**src/rtl/ddc_pkg.sv**
```systemverilog
// Shared constants for the DDC back end: CIC decimator widths and the
// power-of-two rescale that restores unity DC gain.
package ddc_pkg;
  localparam int unsigned IN_WIDTH  = 18;
  localparam int unsigned OUT_WIDTH = 18;
  localparam int unsigned STAGES    = 4;
  localparam int unsigned MAX_LOG2  = 6;
  localparam int unsigned ACC_WIDTH = IN_WIDTH + STAGES * MAX_LOG2;
  localparam int unsigned K_WIDTH   = 3;
  localparam int unsigned SH_WIDTH  = $clog2(ACC_WIDTH);

  // CIC gain is R^N = 2^(N*k); the width difference is folded into the same shift.
  function automatic logic [SH_WIDTH-1:0] cic_shift(input logic [K_WIDTH-1:0] k);
    return SH_WIDTH'(STAGES * k + IN_WIDTH - OUT_WIDTH);
  endfunction
endpackage

```
**src/rtl/cic_channel.sv**
```systemverilog
// One rail of the CIC decimator: pipelined integrators, launch register,
// comb chain with per-stage x_prev, and round-half-up rescale.
module cic_channel
  import ddc_pkg::*;
(
  input  logic                        clk,
  input  logic                        i_flush,
  input  logic                        i_accept,
  input  logic                        i_adv,
  input  logic [STAGES+1:0]           i_vld,
  input  logic [SH_WIDTH-1:0]         i_shift,
  input  logic signed [IN_WIDTH-1:0]  i_din,
  output logic signed [OUT_WIDTH-1:0] o_dout
);
  logic signed [ACC_WIDTH-1:0] r_integ [STAGES];
  logic signed [ACC_WIDTH-1:0] r_comb  [STAGES];
  logic signed [ACC_WIDTH-1:0] r_xprev [STAGES];
  logic signed [ACC_WIDTH-1:0] r_launch;
  logic signed [OUT_WIDTH-1:0] r_dout;
  logic signed [ACC_WIDTH-1:0] w_x [STAGES];
  logic signed [ACC_WIDTH-1:0] w_bias;
  logic signed [ACC_WIDTH-1:0] w_sum;
  logic signed [OUT_WIDTH-1:0] w_round;

  always_comb begin
    w_x[0] = r_launch;
    for (int unsigned s = 1; s < STAGES; s++) w_x[s] = r_comb[s-1];
  end

  assign w_bias  = {{(ACC_WIDTH-1){1'b0}}, 1'b1} << (i_shift - 1'b1);
  assign w_sum   = r_comb[STAGES-1] + w_bias;
  assign w_round = OUT_WIDTH'(w_sum >>> i_shift);

  always_ff @(posedge clk) begin
    if (i_flush) begin
      for (int unsigned s = 0; s < STAGES; s++) begin
        r_integ[s] <= '0;
        r_comb[s]  <= '0;
        r_xprev[s] <= '0;
      end
      r_launch <= '0;
      r_dout   <= '0;
    end else begin
      // Integrators wrap modulo 2^ACC_WIDTH; the combs cancel the wrap exactly.
      if (i_accept) begin
        r_integ[0] <= r_integ[0] + {{(ACC_WIDTH-IN_WIDTH){i_din[IN_WIDTH-1]}}, i_din};
        for (int unsigned s = 1; s < STAGES; s++) r_integ[s] <= r_integ[s] + r_integ[s-1];
      end
      if (i_adv) begin
        if (i_vld[0]) r_launch <= r_integ[STAGES-1];
        for (int unsigned s = 0; s < STAGES; s++) begin
          if (i_vld[s+1]) begin
            r_comb[s]  <= w_x[s] - r_xprev[s];
            r_xprev[s] <= w_x[s];
          end
        end
        if (i_vld[STAGES+1]) r_dout <= w_round;
      end
    end
  end

  assign o_dout = r_dout;
endmodule

```
**src/rtl/cic_decimator.sv**
```systemverilog
// Dual-rail (I/Q) CIC decimator, R = 2^k chosen at runtime, unity DC gain,
// valid/ready output; shared phase/valid/stall control drives both rails.
module cic_decimator
  import ddc_pkg::*;
(
  input  logic                 clk,
  input  logic                 rst,
  input  logic [2:0]           decim_log2,
  input  logic                 cfg_load,
  input  logic [IN_WIDTH-1:0]  in_i,
  input  logic [IN_WIDTH-1:0]  in_q,
  input  logic                 in_valid,
  output logic                 in_ready,
  output logic [OUT_WIDTH-1:0] out_i,
  output logic [OUT_WIDTH-1:0] out_q,
  output logic                 out_valid,
  input  logic                 out_ready,
  output logic                 cfg_err,
  output logic [15:0]          sample_cnt
);
  logic [K_WIDTH-1:0]  r_k;
  logic [MAX_LOG2-1:0] r_phase;
  logic [STAGES+1:0]   r_vld;
  logic                r_out_valid;
  logic                r_cfg_err;
  logic [15:0]         r_cnt;
  logic                w_flush;
  logic                w_stall;
  logic                w_accept;
  logic                w_last;
  logic                w_k_ok;
  logic [MAX_LOG2-1:0] w_rmax;
  logic [SH_WIDTH-1:0] w_shift;

  assign w_flush  = rst | cfg_load;
  assign w_stall  = r_out_valid & ~out_ready;
  assign in_ready = ~w_stall & ~cfg_load & ~rst;
  assign w_accept = in_valid & in_ready;
  assign w_rmax   = ~({MAX_LOG2{1'b1}} << r_k);
  assign w_last   = (r_phase == w_rmax);
  assign w_k_ok   = (decim_log2 != '0) && (decim_log2 <= K_WIDTH'(MAX_LOG2));
  assign w_shift  = cic_shift(r_k);

  always_ff @(posedge clk) begin
    if (w_flush) begin
      r_phase     <= '0;
      r_vld       <= '0;
      r_out_valid <= 1'b0;
      r_cnt       <= '0;
      if (rst) begin
        r_k       <= K_WIDTH'(1);
        r_cfg_err <= 1'b0;
      end else if (w_k_ok) begin
        r_k <= decim_log2;
      end else begin
        r_k       <= K_WIDTH'(1);
        r_cfg_err <= 1'b1;
      end
    end else begin
      if (w_accept) r_phase <= w_last ? '0 : r_phase + 1'b1;
      // Not stalled means the output register is empty or being drained this cycle.
      if (!w_stall) begin
        r_vld <= {r_vld[STAGES:0], w_accept & w_last};
        if (r_vld[STAGES+1]) begin
          r_out_valid <= 1'b1;
          r_cnt       <= r_cnt + 1'b1;
        end else begin
          r_out_valid <= 1'b0;
        end
      end
    end
  end

  cic_channel u_chan_i (
    .clk      (clk),
    .i_flush  (w_flush),
    .i_accept (w_accept),
    .i_adv    (~w_stall),
    .i_vld    (r_vld),
    .i_shift  (w_shift),
    .i_din    (in_i),
    .o_dout   (out_i)
  );

  cic_channel u_chan_q (
    .clk      (clk),
    .i_flush  (w_flush),
    .i_accept (w_accept),
    .i_adv    (~w_stall),
    .i_vld    (r_vld),
    .i_shift  (w_shift),
    .i_din    (in_q),
    .o_dout   (out_q)
  );

  assign out_valid  = r_out_valid;
  assign cfg_err    = r_cfg_err;
  assign sample_cnt = r_cnt;
endmodule

```
**config.mk**
```make
export PLATFORM = sky130hd
export DESIGN_NAME = cic_decimator
export DESIGN_NICKNAME = d
export VERILOG_FILES = /design/src/rtl/ddc_pkg.sv /design/src/rtl/cic_channel.sv /design/src/rtl/cic_decimator.sv
export SDC_FILE = /design/constraint.sdc
export NUM_CORES = 2
export LEC_CHECK = 0
export BUFFER_PORTS_ARGS = -buffer_cell sky130_fd_sc_hd__buf_2
export CAP_MARGIN = 20
export CORE_ASPECT_RATIO = 1.25
export CORE_MARGIN = 2
export CORE_UTILIZATION = 60
export CTS_CLUSTER_SIZE = 10
export DETAILED_ROUTE_END_ITERATION = 8
export PLACE_DENSITY = 0.76
export SLEW_MARGIN = 0
export SYNTH_ARGS = -nofsm -noshare
export SYNTH_HDL_FRONTEND = slang
export SYNTH_SLANG_ARGS = --single-unit
```
**constraint.sdc**
```tcl
create_clock -name clk -period 24.1 [get_ports clk]
set_input_delay 0 -clock clk [delete_from_list [all_inputs] [get_ports clk]]
set_output_delay 0 -clock clk [all_outputs]
set_load 0.01 [all_outputs]
```
==> out/qor.yml <==
run_status: "finished, final reports clean"
portBuffers: 98
ctsRootBufferMaster: "sky130_fd_sc_hd__clkbuf_16"
route.detailed.drc: 0
fmax_mhz: 197
critPathArrivalTime_ns: 5.46
dr.first_iter.drc_count: 2925
fin_crit_ns: 5.07
overflow: 0
global_route_wire_length_before_repair_um: 282000
timing.critical_path.from_type: "register"
max_stage_delay_ns: 0.88
synthMuxAreaShare: 0.00807
dominantRegCellSynth: "sky130_fd_sc_hd__edfxtp_1"
initial_utilization: 0.603
worstMarginPinSlew_ns: 1.13
rsz0062_at_grt: "no"
worstSetupEndpointType: "register"
grt_start_max_net_pins: 143
areaGrowthSynthToFinish_pct: 8.57
layout_setup_ws_ns: 19.03
floorplan.rows: 148
setup.worst_path.class: "reg2reg"
setup_violations: 0
timing.final.max_slew_violations: 0
max-vdd-ir-drop_v: 0.0000567
hold_slack_ns: 0.0410
dieArea_mm2: 0.133
ys.warnings.count: 0
path_clk_slew_ns: 0.06
total_leakage_power_uw: 0.0366
tritoncts: "yes"
required_ns: 24.49
grt_antenna_before_repair: 2
synth_compound_area_frac: 0.183
clock-skew-final_ns: 0.0317
fp.dieW_um: 327
yosysUniqueCellTypes: 115
worstSetupStartpoint: "out_valid"
postSynthRegisterBits: 1161
ctsResizeCount: 0
dp.cells: 9726
die_h_um: 408
worst-r2r-setup-slack_ns: 19.03
place_ws_ns: 18.97
detailed_place_hpwl_um: 132000
synth_area_mm2: 0.0783
yosysSeqAreaShare: 0.426
post_synth_fa_ha_maj_area_fraction: 0.113
timing.critical_path.cells: "nor2b_1 -> nor2_1 -> nand2_4 -> nand2_4 -> buf_12 -> buf_4 -> buf_4"
wire_per_inst_um: 17.4
worst-path-buf-inv: 3
hold_path_startpoint: "in_q[17]"
final_report_hold_violation_count: 0
worst_path_dominant_cell_family: "simple AND/OR/NAND/NOR gates"
grt.total_usage: 0.258
firstDrtPassIters: 5
post_synth_xor_area_fraction: 0.0715
core_area_mm2: 0.130
vias_per_cell: 5.81
worst_r2r_startpoint: "out_valid"
detail-route-antenna-nets: 0
nNetsFinal: 8938
power_per_cell_area_mw_per_mm2: 61.1
ctsHtreeMaxLevel: 4
slowest_cell_on_the_critical_path: "sky130_fd_sc_hd__nand2_4"
vias_after_detailed_routing: 58223
postRouteWirelength_um: 174000
worst_hold_path_type: "in2reg"
final_min_period_over_clock_period: 0.210
syn_inst: 8108
totalNegativeSetupSlack_ns: 0
number_of_cts_inserted_buffers: 139
gp_congestion: 0.981
post_route_cells_drive_above_1_share: 0.0544
timing.slew.headroom: 0.246
worstPathMaxFanout: 142
ys_async_sr_fraction: 0
clkSinkCount: 1161
deepest_clock_path_buffer_count: 3
yosys.area_share.simple: 0.162
combinational_family_with_the_most_area_after_synthesis: "compound AO/OA/AOI/OAI gates"
finalNonFillerCells: 10016
syn_avg_cell_area_um2: 9.66
clk_latency_ns: 0.76
grt_pass1_vias: 57123
floorplan.io_pins: 99
synth-edff-count: 1012
fin_total_pwr_uw: 5190
max_cap_viol_count: 0
cells in the mapped netlist (11+ instances only):
master	count	area share
sky130_fd_sc_hd__a211o_1	23	0.0026
sky130_fd_sc_hd__a211oi_1	89	0.0085
sky130_fd_sc_hd__a21boi_0	12	0.0012
sky130_fd_sc_hd__a21o_1	419	0.040
sky130_fd_sc_hd__a21oi_1	687	0.044
sky130_fd_sc_hd__a311oi_1	13	0.0015
sky130_fd_sc_hd__a31o_2	22	0.0025
sky130_fd_sc_hd__a31oi_1	67	0.0054
sky130_fd_sc_hd__a41oi_1	20	0.0022
sky130_fd_sc_hd__and2_1	371	0.030
sky130_fd_sc_hd__and3_1	81	0.0065
sky130_fd_sc_hd__and4_1	22	0.0025
sky130_fd_sc_hd__buf_1	15	0.00072
sky130_fd_sc_hd__clkbuf_1	231	0.011
sky130_fd_sc_hd__dfxtp_1	149	0.038
sky130_fd_sc_hd__edfxtp_1	1012	0.39
sky130_fd_sc_hd__fa_1	16	0.0041
sky130_fd_sc_hd__ha_1	679	0.11
sky130_fd_sc_hd__inv_1	487	0.023
sky130_fd_sc_hd__mux2i_1	35	0.0045
sky130_fd_sc_hd__nand2_1	547	0.026
sky130_fd_sc_hd__nand2b_1	94	0.0075
sky130_fd_sc_hd__nand3_1	144	0.0092
sky130_fd_sc_hd__nand3b_1	15	0.0014
sky130_fd_sc_hd__nand4_1	93	0.0074
sky130_fd_sc_hd__nor2_1	908	0.044
sky130_fd_sc_hd__nor2b_1	120	0.0096
sky130_fd_sc_hd__nor3_1	134	0.0086
sky130_fd_sc_hd__nor3b_1	32	0.0031
sky130_fd_sc_hd__nor4_1	19	0.0015
sky130_fd_sc_hd__o2111ai_1	12	0.0013
sky130_fd_sc_hd__o211ai_1	39	0.0037
sky130_fd_sc_hd__o21a_1	80	0.0077
sky130_fd_sc_hd__o21ai_0	302	0.019
sky130_fd_sc_hd__o21ai_1	52	0.0033
sky130_fd_sc_hd__o21bai_1	100	0.0096
sky130_fd_sc_hd__o22ai_1	11	0.00088
sky130_fd_sc_hd__o31a_1	21	0.0023
sky130_fd_sc_hd__o31ai_1	31	0.0030
sky130_fd_sc_hd__or2_2	16	0.0013
sky130_fd_sc_hd__or3_1	28	0.0022
sky130_fd_sc_hd__xnor2_1	324	0.036
sky130_fd_sc_hd__xor2_1	312	0.035
sequential cells by signal, summed over array words and instances (netlist names):
| register | flops |
|---|---|
| cfg_err | 1 |
| out_valid | 1 |
| r_k | 3 |
| r_phase | 6 |
| r_vld | 6 |
| sample_cnt | 16 |
| u_chan_i.o_dout | 18 |
| u_chan_i.r_comb | 168 |
| u_chan_i.r_integ | 168 |
| u_chan_i.r_launch | 42 |
| u_chan_i.r_xprev | 168 |
| u_chan_q.o_dout | 18 |
| u_chan_q.r_comb | 168 |
| u_chan_q.r_integ | 168 |
| u_chan_q.r_launch | 42 |
| u_chan_q.r_xprev | 168 |
repair_timing:
item,4_1_cts,5_1_grt
buffers inserted,0,0
hold buffers,56,0
endpoints found under the setup margin,0,0
hold endpoints to repair,106,0
kinds of logic (layout without fill, tap and decap cells):
group	Yosys count	after routing
simple gates	2644	2644
xor+xnor	638	638
buf+inv	739	917
other cells	1	6
mux	51	51
flops	1161	1161
compound gates	2175	2175
fa+ha+maj	699	699
per-stage QoR:
stage          utilization  area, um2
4_1_cts              0.655      85000
3_3_place_gp         0.620      80400
6_report             0.655      85000
5_1_grt              0.655      85000
2_1_floorplan            -      78300
3_5_place_dp         0.620      80400
power by group:
part	internal [uW]	switching, uW	leakage, uW
Clock	1090	785	0.00193
Sequential	2280	64.8	0.0125
Combinational	401	566	0.0222
final timing paths:
kind | endpoint | cells after the start
max | u_chan_q.r_integ[1][12] | 7
min | u_chan_q.r_integ[0][41] | 4
max reg2reg | u_chan_q.r_integ[1][12] | 7
min reg2reg | u_chan_i.o_dout[12] | 2
metal layers:
layer,share of wire,global-route usage
met1,0.40,0.287
met2,0.51,0.477
met3,0.032,0.0368
met4,0.053,0.130
met5,0,0
cell usage in the layout, fill, tap and decap left out, drive strengths merged, types with 22 or more instances in the layout:
master       Yosys  final
edfxtp        1012   1012
nor2           908    908
a21oi          697    697
ha             679    679
nand2          547    547
inv            488    495
a21o           419    419
and2           371    371
o21ai          362    362
xnor2          325    325
xor2           313    313
clkbuf         231    211
dfxtp          149    149
nand3          144    144
buf             18    140
nor3           135    135
nor2b          120    120
o21bai         103    103
a211oi          99     99
nand2b          94     94
nand4           93     93
and3            81     81
o21a            80     80
a31oi           71     71
dlygate4sd3      0     56
o211ai          39     39
mux2i           35     35
o31ai           35     35
nor3b           32     32
or3             28     28
a211o           23     23
a31o            23     23
and4            22     22
o31a            22     22
tightest hold or removal path, stage by stage:
cell and delay (ns):
sky130_fd_sc_hd__buf_2 0.28, sky130_fd_sc_hd__xnor2_1 0.25, sky130_fd_sc_hd__xnor2_1 0.07, sky130_fd_sc_hd__nor2_1 0.08
cell type report:
type	count	area (um2)
clock inverter	20	144
sequential	1161	33400
timing repair buffer	196	1400
inverter	490	1840
multi-input combinational	6211	42200
clock buffer	211	3850
tap	1725	2160
antenna	2	5.00
fill	10251	44800
(Power assumes the default switching activity.)
